`config.mk`:
```
export PLATFORM = sky130hd
export DESIGN_NAME = ps2_event_queue
export DESIGN_NICKNAME = d
export VERILOG_FILES = /design/src/rtl/ps2_event_queue.sv
export SDC_FILE = /design/constraint.sdc
export NUM_CORES = 1
export LEC_CHECK = 0
export CORE_ASPECT_RATIO = 0.5
export CORE_UTILIZATION = 53
export DETAILED_ROUTE_END_ITERATION = 10
export GPL_ROUTABILITY_DRIVEN = 0
export HOLD_SLACK_MARGIN = 0.1
export PLACE_DENSITY_LB_ADDON = 0.08
export SLEW_MARGIN = 5
export SYNTH_ARGS = -nofsm -noshare
export SYNTH_HDL_FRONTEND = slang
export SYNTH_SLANG_ARGS = --single-unit
```
`constraint.sdc`:
```
create_clock -name clk -period 3 [get_ports clk]
set_clock_uncertainty 0.2 [all_clocks]
set_input_delay 0.6 -clock clk [delete_from_list [all_inputs] [get_ports clk]]
set_output_delay 0.6 -clock clk [all_outputs]
set_load 0.1 [all_outputs]
```
`src/rtl/ps2_event_queue.sv`:
```
// PS/2 scan-code decoder feeding a FWFT event FIFO of {brk, ext, code} entries.
// Define KBD_TYPEMATIC_FILTER_EN to drop typematic repeats of keys already held.
module ps2_event_queue #(
    parameter int DEPTH        = 8,
    parameter bit REPORT_BREAK = 1'b1
) (
    input  logic                       clk,
    input  logic                       reset,
    input  logic [7:0]                 rx_byte,
    input  logic                       rx_valid,
    input  logic                       rx_error,
    input  logic                       rd_en,
    input  logic                       clear_flags,
    output logic [9:0]                 evt_data,
    output logic                       evt_valid,
    output logic [$clog2(DEPTH+1)-1:0] evt_count,
    output logic                       overflow,
    output logic                       err_flag
);
    localparam int AW = $clog2(DEPTH);
    localparam int CW = $clog2(DEPTH+1);

    typedef enum logic [2:0] {IDLE, GOT_E0, GOT_F0, GOT_E0F0, PAUSE} state_t;

    state_t     state, next_state;
    logic [2:0] skip, next_skip;
    logic       emit, emit_brk, emit_ext, restart;
    logic [7:0] emit_code;
    logic       is_prefix;

    assign is_prefix = (rx_byte == 8'hE0) || (rx_byte == 8'hF0) || (rx_byte == 8'hE1);

    // A prefix arriving where a code byte is expected re-runs the IDLE decode on that byte.
    always_comb begin
        next_state = state;
        next_skip  = skip;
        emit       = 1'b0;
        emit_brk   = 1'b0;
        emit_ext   = 1'b0;
        emit_code  = rx_byte;
        restart    = 1'b0;
        if (rx_error) begin
            next_state = IDLE;
        end else if (rx_valid) begin
            case (state)
                GOT_E0: begin
                    if (rx_byte == 8'hF0) next_state = GOT_E0F0;
                    else if (is_prefix)   restart = 1'b1;
                    else begin
                        emit = 1'b1; emit_ext = 1'b1; next_state = IDLE;
                    end
                end
                GOT_F0: begin
                    if (is_prefix) restart = 1'b1;
                    else begin
                        emit = 1'b1; emit_brk = 1'b1; next_state = IDLE;
                    end
                end
                GOT_E0F0: begin
                    if (is_prefix) restart = 1'b1;
                    else begin
                        emit = 1'b1; emit_brk = 1'b1; emit_ext = 1'b1; next_state = IDLE;
                    end
                end
                PAUSE: begin
                    if (skip == 3'd1) begin
                        emit = 1'b1; emit_ext = 1'b1; emit_code = 8'hE1; next_state = IDLE;
                    end else begin
                        next_skip = skip - 3'd1;
                    end
                end
                default: ;
            endcase
            if (state == IDLE || restart) begin
                case (rx_byte)
                    8'hE0: next_state = GOT_E0;
                    8'hF0: next_state = GOT_F0;
                    8'hE1: begin next_state = PAUSE; next_skip = 3'd7; end
                    8'hFA, 8'hAA, 8'hFE, 8'hEE, 8'h00, 8'hFF: next_state = IDLE;
                    default: begin emit = 1'b1; next_state = IDLE; end
                endcase
            end
        end
    end

    always_ff @(posedge clk or negedge reset) begin
        if (!reset) begin
            state <= IDLE;
            skip  <= '0;
        end else begin
            state <= next_state;
            skip  <= next_skip;
        end
    end

    logic drop;
`ifdef KBD_TYPEMATIC_FILTER_EN
    logic [511:0] held;
    logic [8:0]   held_idx;
    assign held_idx = {emit_ext, emit_code};
    assign drop     = emit && !emit_brk && held[held_idx];

    always_ff @(posedge clk or negedge reset) begin
        if (!reset)    held <= '0;
        else if (emit) held[held_idx] <= !emit_brk;
    end
`else
    assign drop = 1'b0;
`endif

    logic          push, do_push, do_pop, full;
    logic [9:0]    mem [DEPTH];
    logic [AW-1:0] wr_ptr, rd_ptr;
    logic [CW-1:0] count;

    assign push    = emit && !drop && (!emit_brk || REPORT_BREAK);
    assign full    = (count == CW'(DEPTH));
    assign do_pop  = rd_en && (count != '0);
    assign do_push = push && (!full || do_pop);

    always_ff @(posedge clk) begin
        if (do_push) mem[wr_ptr] <= {emit_brk, emit_ext, emit_code};
    end

    always_ff @(posedge clk or negedge reset) begin
        if (!reset) begin
            wr_ptr   <= '0;
            rd_ptr   <= '0;
            count    <= '0;
            overflow <= 1'b0;
            err_flag <= 1'b0;
        end else begin
            if (do_push) wr_ptr <= wr_ptr + 1'b1;
            if (do_pop)  rd_ptr <= rd_ptr + 1'b1;
            if (do_push && !do_pop)      count <= count + 1'b1;
            else if (do_pop && !do_push) count <= count - 1'b1;
            if (push && full && !do_pop) overflow <= 1'b1;
            else if (clear_flags)        overflow <= 1'b0;
            if (rx_error)         err_flag <= 1'b1;
            else if (clear_flags) err_flag <= 1'b0;
        end
    end

    assign evt_valid = (count != '0);
    assign evt_count = count;
    assign evt_data  = evt_valid ? mem[rd_ptr] : '0;
endmodule
```
==> run_results.csv, run 1 <==
group,metric,value,unit
outcome,status,"complete, no violations",
timing,slew_headroom,44.7,%
critical_path,cp-start-kind,"primary input",
yosys,ys_types,49,
drt,drt-total-wl,8.76,mm
yosys,synth_edf_count,80,
cells_and_area,nNetsFinal,385,
global_route,grt_pass1_wl,14.1,mm
cells_and_area,final_cell_mix,"edfxtp_1, buf_4, mux4_2",
timing,maxSlewViolCount,0,
yosys,synthTopCellsByArea,"edfxtp_1, dfrtp_1, mux4_2",
pwr,ir_worst_vdd,0.00113,V
global_route,grt_max_degree,23,
cts,clock_latency,340,ps
cts,cts_made_buffers,9,
cts,clkTransAtPathRegs,60,ps
placement,portBuffers,30,
placement,place_hpwl,5.96,mm
die,fp.dieH,66.6,microns
cells_and_area,antenna_cells,0,
cts,htreeDepth,3,
yosys,seq_area_frac_synth,64.5,%
drt,wl_per_cell,18.3,microns
drt,dr.first_iter.drc_count,218,
timing,setup_viol,0,
critical_path,critPathKind,"primary input to register",
critical_path,critPathBufInv,2,
cts,cts_buffer_depth,2,
die,coreArea,8060,sq um
global_route,grt_pass1_vias,2655,
cells_and_area,drive_above_1_share,39.4,%
critical_path,crit_arrival,2870,ps
timing,clock.fmax,352,MHz
pwr,total_power,5.88,mW
critical_path,slowest_delay,410,ps
cells_and_area,layoutNonFillerInstCount,480,
die,rows,23,
critical_path,cp_top_family,"compound AO/OA/AOI/OAI gates",
yosys,synth_nets,303,
drt,drc,0,
timing,finalCritPeriodShare,94.8,%
die,ios,31,
yosys,synth-seq-cells,98,
critical_path,crit_fanout,3,
critical_path,cp_slowest_cell,"or3_4",
pwr,p_leak,2.10,nW
yosys,synthCells,281,
yosys,netlist_area,4420,sq um
timing,tightest_slew,824,ps
pwr,power.density,1030,nW/um^2
critical_path,path_cells,"clkbuf_2, or3_4, a211oi_4, o31ai_4, a21oi_4, nor2_2, ha_2, inv_4, ha_4, a21o_1, a21oi_2, xnor2_1, nor2_1, xor2_1",
yosys,synth.avg_cell_area,15.7,sq um
global_route,track_usage,22.5,%
run,max_cap_violations,0,
yosys,synthFlopType,"edfxtp_1",
timing,hold_viol,0,
cells_and_area,areaGrowthSynthToFinish,29.1,%
global_route,grt_overflow,0,
cts,cts_tree,"done",
cells_and_area,fillCellCount,510,
drt,viasPerCell,5.59,
yosys,synth_warnings,0,
die,initial_utilization,54.9,%
placement,placed_cells,458,
global_route,antenna_found_initial,0,
critical_path,crit_required,3020,ps
yosys,synth_top_area_cell,"edfxtp_1",
cells_and_area,mostFrequentLayoutCell,"edfxtp_1",
yosys,synth_top_area_share,54.3,%
timing,layout_min_cycle_time,2840,ps
drt,vias,2682,
cts,numClockSinks,98,
die,fp.dieW,131,microns
drt,first_pass_iters,4,
drt,postRouteAntennaNets,0,
die,fp.dieArea,8740,sq um
yosys,synthArstFlopShare,18.4,%
critical_path,end_kind,"register",
worst_hold_path,hold_class,"register to register",
cts,cts_root_buf,"clkbuf_16",
[Yosys cell counts (3+ instances only)]
cell      number
a211o_1        3
a21oi_1        7
and2_1         4
buf_2          3
clkbuf_1       6
dfrtp_1       18
edfxtp_1      80
ha_1           7
inv_1          7
mux2i_1       10
mux4_2        20
nand2_1       18
nand2b_1       6
nand3_1        8
nand4_1        5
nor2_1        21
nor2b_1        3
nor4_1         5
nor4b_2        4
o21ai_0        7
xnor2_1        6
[area by class of cell]
| class | count | area (sq um) | area share, % |
|---|---|---|---|
| clock buffer | 10 | 229 | 4.01 |
| multi-input combinational | 166 | 1630 | 28.6 |
| sequential | 98 | 2860 | 50.0 |
| timing repair buffer | 80 | 778 | 13.6 |
| tap | 112 | 140 | 2.45 |
| clock inverter | 6 | 40.0 | 0.701 |
| inverter | 8 | 32.5 | 0.570 |
[kinds of logic after synthesis]
logic type | share of synthesized area [%]
flip-flops | 64.5
AND/OR/NAND/NOR | 11.7
multiplexers | 13.0
AO/OA/AOI/OAI | 5.32
buffers and inverters | 1.53
XOR/XNOR | 1.58
adder cells (fa/ha/maj) | 2.43
[final timing paths]
kind	start	to	slack, ps	depth (start not counted)
hold reg to reg	err_flag$_DFFE_PN0P_	err_flag$_DFFE_PN0P_	290	1
setup reg to reg	state[2]$_DFFE_PN0P_	evt_count[1]$_DFFE_PN0P_	190	9
max in group asynchronous	reset	evt_count[1]$_DFFE_PN0P_	1500	1
hold / removal	err_flag$_DFFE_PN0P_	err_flag$_DFFE_PN0P_	290	1
setup / recovery	rx_byte[1]	evt_count[3]$_DFFE_PN0P_	160	14
min in group asynchronous	reset	state[2]$_DFFE_PN0P_	540	1
[worst register-to-register path: stages (launching register included)]
cell and delay [ps]:
dfrtp_1 460, or3b_4 450, o31ai_4 300, a21oi_4 70, nor2_2 100, ha_2 210
inv_4 50, buf_4 130, fa_1 470, mux2_2 270
[through the flow]
step	utilization (%)	setup WS (ps)	hold WS [ps]	TNS [ps]	area (sq um)
after CTS	70.7	12.8	301	0	5690
after global routing	70.9	-6.98	325	-6.98	5710
after floorplan	-	-274	104	-8700	4530
after detailed placement	67.0	-528	279	-14310	5400
final	70.9	156	291	0	5710
after global placement	67.0	-467	269	-9090	5400
[registers in the layout, summed over array words and instances, names as in the netlist]
signal     count
skip           3
overflow       1
err_flag       1
state          3
wr_ptr         3
rd_ptr         3
mem           80
evt_count      4
[layer usage]
layer  wire, microns  part of all wire, %  track usage, %  vias to the layer above
li1                -                    -               -                     1262
met1            4160                   47            30.6                     1344
met2            4070                   46            36.0                       64
met3             430                  4.9            6.09                       12
met4             102                  1.2            6.47                        0
met5               0                    0               0                        -
[report_power, final]
group	total (mW)	switching, mW	internal (mW)
Clock	1.05	0.483	0.564
Sequential	1.78	0.168	1.62
Combinational	3.05	1.85	1.20
[timing repair]
action	in CTS	in global routing
hold buffers	0	0
gates resized for setup	14	9
buffers inserted	3	3
endpoints found under the setup margin	3	3
pin swaps	11	8
Power figures use the tool's default switching activity.
==> run 2: changes to the inputs <==
--- a/config.mk
+++ b/config.mk
@@ -6,9 +6,10 @@
 export NUM_CORES = 1
 export LEC_CHECK = 0
 export CORE_ASPECT_RATIO = 0.5
-export CORE_UTILIZATION = 53
+export CORE_UTILIZATION = 45
 export DETAILED_ROUTE_END_ITERATION = 10
 export GPL_ROUTABILITY_DRIVEN = 0
+export GPL_TIMING_DRIVEN = 0
 export HOLD_SLACK_MARGIN = 0.1
 export PLACE_DENSITY_LB_ADDON = 0.08
 export SLEW_MARGIN = 5
==> run 2 against run 1 <==
  * Via count shrank 2.2%
  * Non-clock buffer count fell by 15
  * Clock power barely moved
  * Sequential share of layout area is 0.97 points higher
  * Die area rose by 17%
  * Critical path depth unchanged
  * Setup slack got worse by 130 ps
  * Design area down 1.9%
  * Maximum frequency is 4.5% lower
  * Register-to-register slack hardly changed
  * Cell count rose by 1.7%
  * Largest cell class unchanged
==> run_results.csv, run 2 (synthesized netlist as in run 1, its figures left out) <==
group,metric,value,unit
cells_and_area,nNetsFinal,370,
run,max_cap_violations,0,
global_route,grt_overflow,0,
worst_hold_path,min_to,"err_flag$_DFFE_PN0P_",
cells_and_area,largest_register_ffs,80,
cells_and_area,final_cell_mix,"edfxtp_1, buf_4, mux4_2",
cts,clkTransAtPathRegs,70,ps
timing,setup_viol,0,
drt,postRouteAntennaNets,0,
cts,htreeDepth,3,
worst_hold_path,hold_class,"register to register",
timing,layout_min_cycle_time,2980,ps
cts,numClockSinks,98,
global_route,track_usage,19.2,%
critical_path,crit_arrival,3010,ps
global_route,grt_pass1_wl,14.1,mm
drt,drc,0,
global_route,grt_max_degree,19,
critical_path,cp-start-kind,"primary input",
timing,tightest_slew,976,ps
drt,vias,2623,
outcome,status,"complete, no violations",
drt,wl_per_cell,18.5,microns
timing,slew_headroom,34.7,%
critical_path,critPathKind,"primary input to register",
critical_path,r2r_slack,200,ps
die,fp.dieW,142,microns
cts,cts_tree,"done",
drt,viasPerCell,5.38,
die,rows,25,
cells_and_area,layoutNonFillerInstCount,488,
worst_hold_path,hold_start,"err_flag$_DFFE_PN0P_",
cells_and_area,mostFrequentLayoutCell,"edfxtp_1",
cts,cts_buffer_depth,2,
critical_path,reg2reg_to,"evt_count[3]$_DFFE_PN0P_",
timing,maxSlewViolCount,0,
global_route,grt_pass1_vias,2614,
critical_path,crit_required,3030,ps
global_route,antenna_found_initial,0,
placement,place_hpwl,5.92,mm
critical_path,reg2reg_depth,12,
cts,cts_root_buf,"clkbuf_16",
cells_and_area,multi_input_area,1710,sq um
cells_and_area,seqCellArea,2860,sq um
pwr,p_leak,1.99,nW
cts,cts_made_buffers,9,
pwr,ir_worst_vdd,0.000848,V
timing,clock.fmax,336,MHz
cts,clock_latency,340,ps
worst_hold_path,whs_path_depth,1,
cells_and_area,regMostFlops,"mem",
placement,placed_cells,449,
placement,portBuffers,30,
critical_path,r2r-start,"state[2]$_DFFE_PN0P_",
drt,first_pass_iters,4,
cells_and_area,antenna_cells,0,
cells_and_area,areaGrowthSynthToFinish,26.7,%
critical_path,crit_fanout,7,
timing,finalCritPeriodShare,99.3,%
die,fp.dieArea,10300,sq um
pwr,power.density,984,nW/um^2
drt,dr.first_iter.drc_count,178,
die,ios,31,
timing,rsz0062_at_grt,"true",
die,coreArea,9510,sq um
cells_and_area,drive_above_1_share,34.8,%
die,fp.dieH,72.1,microns
die,initial_utilization,46.5,%
drt,drt-total-wl,9.01,mm
timing,fin_hold_ws,300,ps
timing,hold_viol,0,
cells_and_area,fillCellCount,763,
critical_path,end_kind,"register",
pwr,total_power,5.51,mW
-- run 2: through the flow --
step	setup slack (ps)	area, sq um	TNS [ps]	utilization [%]
4_1_cts	-89.6	5530	-175	58.1
3_3_place_gp	-1970	4990	-111690	52.5
3_5_place_dp	-1100	5050	-68230	53.1
6_report	21.5	5600	0	58.9
2_1_floorplan	-274	4530	-8700	-
5_1_grt	-119	5600	-119	58.9
-- run 2: final cells by class --
cell class | count | share of cell area [%]
buffer | 9 | 1.32
clock buffer | 10 | 4.09
clock inverter | 6 | 0.893
inverter | 8 | 0.580
multi-input combinational | 166 | 30.5
sequential | 98 | 51.0
tap | 135 | 3.01
timing repair buffer | 56 | 8.64
-- run 2: worst max-delay path: stages --
cell and delay, ps:
dlygate4sd2_1 280, or3_4 370, a211oi_4 330, a21oi_4 110
a21oi_4 170, nor2_2 50, ha_2 190, inv_4 80
ha_4 190, a21o_1 180, a21oi_2 140, xnor2_1 120
nor2_1 60, xor2_1 130
-- run 2: worst max-delay path by stage --
stage	from	endpoint	slack [ps]	cells after the start
finish	rx_byte[1]	evt_count[3]$_DFFE_PN0P_	20	14
global route	rx_byte[1]	evt_count[3]$_DFFE_PN0P_	-120	14
global placement	rx_error	mem[4][3]$_DFFE_PP_	-1970	6
CTS	rd_ptr[0]$_DFFE_PN0P_	evt_data[0]	-90	5
floorplan	rx_byte[1]	mem[2][0]$_DFFE_PP_	-270	5
detailed placement	rx_error	mem[3][3]$_DFFE_PP_	-1100	6
-- run 2: power breakdown --
group	internal (mW)	total, mW	switching (mW)	leakage [nW]
logic	0.830	2.72	1.89	0.934
registers	1.62	1.72	0.106	0.925
clock network	0.572	1.07	0.495	0.135
total	3.02	5.51	2.49	1.99
-- run 2: metal layers --
metal  wire, microns  up-vias  part of all wire (%)  global-route usage, %
met1            3970     1307                    44                   25.5
met3             571        9                   6.3                   4.69
met4              90        0                   1.0                   5.38
met5               0        -                     0                      0
met2            4380       68                    49                   32.1
li1                -     1239                     -                      -
-- run 2: timing repair --
action	CTS	global route
resized for setup	83	9
endpoints found under the hold margin	0	0
hold buffers	0	0
setup endpoints to repair	95	31
pin swaps	10	5
setup buffers	15	8
